### src/rtl/key_conditioner.sv
// Push-button conditioner: two-flop synchroniser, edge debounce FSM and hold timer.
// Turns one active-low bouncing key into press/release pulses, a clean level and a hold flag.
module key_conditioner #(
    parameter int DEBOUNCE_CYCLES = 1_000_000,
    parameter int HOLD_CYCLES     = 50_000_000
) (
    input  logic clk,
    input  logic reset_n,
    input  logic key_raw,
    output logic key_level,
    output logic key_press,
    output logic key_release,
    output logic key_hold
);

    localparam int CNT_W  = $clog2(DEBOUNCE_CYCLES + 1);
    localparam int HOLD_W = $clog2(HOLD_CYCLES + 1);

    localparam logic [CNT_W-1:0]  CNT_MAX  = CNT_W'(DEBOUNCE_CYCLES);
    localparam logic [CNT_W-1:0]  CNT_ONE  = CNT_W'(1);
    localparam logic [HOLD_W-1:0] HOLD_MAX = HOLD_W'(HOLD_CYCLES);
    localparam logic [HOLD_W-1:0] HOLD_ONE = HOLD_W'(1);

    typedef enum logic [1:0] {
        IDLE,
        PRESS_WAIT,
        PRESSED,
        RELEASE_WAIT
    } state_t;

    state_t state, state_next;

    logic sync1, sync2;
    logic key_s;

    logic [CNT_W-1:0]  cnt, cnt_next;
    logic [HOLD_W-1:0] hold_cnt, hold_cnt_next;
    logic level_next, press_next, release_next, hold_next;

    // Synchronisers idle in the released (high) state.
    always_ff @(posedge clk or negedge reset_n) begin
        if (!reset_n) begin
            sync1 <= 1'b1;
            sync2 <= 1'b1;
        end else begin
            sync1 <= key_raw;
            sync2 <= sync1;
        end
    end

    assign key_s = ~sync2;

    always_ff @(posedge clk or negedge reset_n) begin
        if (!reset_n) begin
            state       <= IDLE;
            cnt         <= '0;
            hold_cnt    <= '0;
            key_level   <= 1'b0;
            key_press   <= 1'b0;
            key_release <= 1'b0;
            key_hold    <= 1'b0;
        end else begin
            state       <= state_next;
            cnt         <= cnt_next;
            hold_cnt    <= hold_cnt_next;
            key_level   <= level_next;
            key_press   <= press_next;
            key_release <= release_next;
            key_hold    <= hold_next;
        end
    end

    always_comb begin
        state_next    = state;
        cnt_next      = cnt;
        hold_cnt_next = hold_cnt;
        level_next    = key_level;
        press_next    = 1'b0;
        release_next  = 1'b0;
        hold_next     = key_hold;

        case (state)
            IDLE: begin
                if (key_s) begin
                    state_next = PRESS_WAIT;
                    cnt_next   = CNT_ONE;
                end
            end

            PRESS_WAIT: begin
                if (!key_s) begin
                    state_next = IDLE;
                    cnt_next   = '0;
                end else if (cnt == CNT_MAX) begin
                    state_next    = PRESSED;
                    cnt_next      = '0;
                    level_next    = 1'b1;
                    press_next    = 1'b1;
                    hold_cnt_next = '0;
                end else begin
                    cnt_next = cnt + CNT_ONE;
                end
            end

            PRESSED: begin
                // Saturating hold timer; the flag is registered on the cycle the count lands.
                if (hold_cnt != HOLD_MAX) begin
                    hold_cnt_next = hold_cnt + HOLD_ONE;
                    if (hold_cnt_next == HOLD_MAX) begin
                        hold_next = 1'b1;
                    end
                end
                if (!key_s) begin
                    state_next = RELEASE_WAIT;
                    cnt_next   = CNT_ONE;
                end
            end

            RELEASE_WAIT: begin
                if (key_s) begin
                    state_next = PRESSED;
                    cnt_next   = '0;
                end else if (cnt == CNT_MAX) begin
                    state_next   = IDLE;
                    cnt_next     = '0;
                    level_next   = 1'b0;
                    hold_next    = 1'b0;
                    release_next = 1'b1;
                end else begin
                    cnt_next = cnt + CNT_ONE;
                end
            end

            default: begin
                state_next = IDLE;
                cnt_next   = '0;
            end
        endcase
    end

endmodule

### config.mk
export PLATFORM = sky130hd
export DESIGN_NAME = key_conditioner
export DESIGN_NICKNAME = d
export VERILOG_FILES = /design/src/rtl/key_conditioner.sv
export SDC_FILE = /design/constraint.sdc
export NUM_CORES = 1
export LEC_CHECK = 0
export ABC_AREA = 1
export CORE_MARGIN = 5
export CORE_UTILIZATION = 56
export DETAILED_ROUTE_END_ITERATION = 12
export GPL_TIMING_DRIVEN = 0
export PLACE_DENSITY = 0.74
export SLEW_MARGIN = 20
export SYNTH_ARGS = -nofsm -noshare
export SYNTH_HDL_FRONTEND = slang
export SYNTH_SLANG_ARGS = --single-unit
### constraint.sdc
create_clock -name clk -period 1.67 [get_ports clk]
set_input_delay 0.334 -clock clk [delete_from_list [all_inputs] [get_ports clk]]
set_output_delay 0.334 -clock clk [all_outputs]
set_load 0.01 [all_outputs]
==> out/summary.txt <==
Post-route cell area: 4513 sq um
Commonest non-fill, non-tap cells in the layout: 101 x nand2_1, 55 x inv_1, 49 x dfrtp_1
Top_reg_cell synth: dfrtp_1
Syn Nets: 456
Cell area power density: 505.8 nW/um^2
CTS Sinks: 54
Worst Slack Setup Final: -246.7 ps
Total chip power: 2.283 mW
Post-DP HPWL: 5.768 mm
Htree depth: 2
Cells after DPL: 529
Fraction of layout cells with a size suffix above 1: 35.86%
Violated checks: negative setup slack
M1 WL: 4.073 mm
Outcome: finished with violations
Worst-path clk slew: 110 ps
Kind of start point of the critical path: register
PortBufs: 6
Die W: 87.59 um
Post-synth EDFFs: 0
Syn Inst Count: 448
Reg-to-Reg Start: cnt[1]$_DFFE_PN0P_
Clk buf depth: 2
Most used cell, CP: o21ai_1
Core area: 5886 sq um
Skew-Pair Late Insertion Delay: 330 ps
Final Hold Viols: 0
FMAX: 0.5217 GHz
Vias in the first global route: 3,216
Slowest-stage cell, CP: dfrtp_1
GPL Wtd Cong: 0.9199
Avg Cell Area, Syn: 7.524 sq um
Max Used Layer: met4
Clock share of power: 33.6%
Pint: 1.692 mW
Hold Crit Class: in2async
Die height: 87.59 um
Worst Tran Pin Value: 693.3 ps
Library cells used by synthesis: 38
Synth async-reset ratio: 100.0%
Reg2Reg Depth: 10
Sequential fraction of design power: 58.4%
Initial DRC count: 351
GRT Total Usage: 25.26%
Switching power: 0.5909 mW
# DRC: 0
Leading cell type in the layout, fill and taps excluded: nand2_1
Met2 WL post-DR: 4.807 mm
Setup clock skew after layout: 17.19 ps
Max incr delay on CP: 410 ps
Gate power share: 8.0%
RR Endpoint: cnt[18]$_DFFE_PN0P_
Met3 WL: 783 um
Reg2Reg Setup Slack: -250 ps
Crit path DAT: 2130 ps
Yosys reg bits: 54
Die ar.: 7671 sq um
Crit Path Class: reg2reg
First-pass GRT wire length: 15.08 mm
Critical path, cell by cell: buf_6 -> ha_4 -> nand4_1 -> nor2_4 -> nand3_4 -> nor3_4 -> nand2_1 -> o21ai_1 -> a21o_1 -> o21ai_1
Worst IR drop on VDD: 0.0003646 V
Synth warn: 0
Initial core utilization: 57.27%
CTS Buf Count: 5
Net Sw Frac: 25.89%
Routed len/inst: 17.43 um
Row Count: 28
Slew HR: 53.78%
Antenna cells: 0
Maximum net fanout on the critical path: 3
# setup viols final: 44
Via density: 5.860
Seq/Total Area, Yosys: 40.16%
Post-DP Area: 3522 sq um
CTS root buffer: clkbuf_8
RSZ-0062 raised after global routing: true
Setup_tns: -3763 ps
Largest net degree at the start of global routing: 55
Antenna violations before repair: 0
Congestion Overflow GR: 0
Critical Path End Type: register
Required @ worst endpoint: 1880 ps
Pleak: 1.895 nW
Nets: 509
Utilization after layout: 76.68%
Max cap viols: 0
Final cell count without fillers: 577
Tmin final: 1917 ps
TritonRoute pass-1 iters: 5
Period utilization: 114.8%
Slew Limit Fails: 0
Ports: 7
CTS tree: yes
Via count: 3,381
Antenna-violating nets left: 0
Post-Syn Area: 3371 sq um
Area grow syn2layout: 33.89%
WL final: 10.06 mm
==> worst max-delay path: cells and delay by family (launching register included) <==
kind,cells,cell delay (ps)
buf+inv,1,120
simple gates,5,780
fa+ha+maj,1,130
flops,1,410
compound gates,3,350
==> synthesized netlist by cell type, types with 2 or more instances <==
| library cell | n | area share, % |
|---|---|---|
| nor2_2 | 9 | 1.7 |
| nand2_1 | 115 | 13 |
| a31oi_1 | 3 | 0.56 |
| dfstp_2 | 2 | 1.6 |
| o21ai_0 | 11 | 1.6 |
| inv_1 | 63 | 7.0 |
| a21oi_1 | 4 | 0.59 |
| nand3_2 | 3 | 0.89 |
| nor3_1 | 5 | 0.74 |
| o21ai_1 | 12 | 1.8 |
| nor2_4 | 8 | 2.7 |
| o21bai_1 | 3 | 0.67 |
| inv_2 | 4 | 0.45 |
| ha_1 | 5 | 1.9 |
| nor2_1 | 41 | 4.6 |
| nand2_2 | 6 | 1.1 |
| o22ai_1 | 24 | 4.5 |
| xor2_1 | 15 | 3.9 |
| nor3_2 | 3 | 0.89 |
| nand3_1 | 33 | 4.9 |
| nand4_1 | 10 | 1.9 |
| dfrtp_1 | 52 | 39 |
| buf_4 | 2 | 0.45 |
==> final cells by class <==
cell class              instances  area (sq um)
multi-input cells             321          2228
fillers                       358          1373
flip-flops and latches         54          1358
repair buffers                 46         432.9
inverters                      69         272.8
well taps                      75         93.84
clock buffers                   6         72.57
plain buffers                   4         41.29
clock inverters                 2         13.76
==> per-stage QoR <==
step | hold WS [ps] | setup slack, ps
final | 28.64 | -246.7
after global routing | 97.19 | -360.5
after CTS | 68.28 | -218.3
after detailed placement | 353.6 | -378.3
after global placement | 350.7 | -1365
after floorplan | 38.41 | -2.499
==> metal layers <==
layer  track usage (%)  up-vias
met5                 0        -
met4             11.16        0
met3             4.892       47
met2             39.93      179
met1             33.75     1599
li1                  -     1556
==> how the worst max path moves through the flow <==
| stage | start | end | slack (ps) | cells past startpoint |
|---|---|---|---|---|
| final | cnt[1]$_DFFE_PN0P_ | cnt[18]$_DFFE_PN0P_ | -250 | 10 |
| after global routing | hold_cnt[0]$_DFFE_PN0P_ | key_hold$_DFFE_PN0P_ | -360 | 11 |
| after CTS | cnt[1]$_DFFE_PN0P_ | hold_cnt[5]$_DFFE_PN0P_ | -220 | 8 |
| after detailed placement | hold_cnt[0]$_DFFE_PN0P_ | hold_cnt[25]$_DFFE_PN0P_ | -380 | 11 |
| after global placement | reset_n | hold_cnt[4]$_DFFE_PN0P_ | -1360 | 1 |
| after floorplan | cnt[0]$_DFFE_PN0P_ | hold_cnt[3]$_DFFE_PN0P_ | -2 | 8 |
==> cells by family after synthesis <==
kind of cell,synth area share (%)
simple gates,34.26
buf+inv,8.425
compound gates,10.65
flops,40.16
xor+xnor,4.640
fa+ha+maj,1.856
==> flip-flops by register name (all words and copies together), names as in the netlist, named ones only <==
| signal | count |
|---|---|
| cnt | 20 |
| hold_cnt | 26 |
| key_hold | 1 |
| key_level | 1 |
| key_press | 1 |
| key_release | 1 |
| state | 1 |
| sync1 | 1 |
| sync2 | 1 |
==> power groups by stage <==
stage / clock network [mW] / logic (mW) / registers, mW
after floorplan: 0 / 0.0538 / 1.35
after global placement: 0 / 0.0968 / 1.35
after detailed placement: 0 / 0.101 / 1.36
after CTS: 0.773 / 0.156 / 1.33
after global routing: 0.828 / 0.201 / 1.33
final: 0.767 / 0.183 / 1.33
==> what timing repair did <==
action	CTS	global route
gates resized for setup	74	78
setup endpoints to repair	48	52
pin swaps	18	40
hold buffers	0	0
cloned	3	0
buffers inserted	27	15
(Power assumes the default switching activity.)
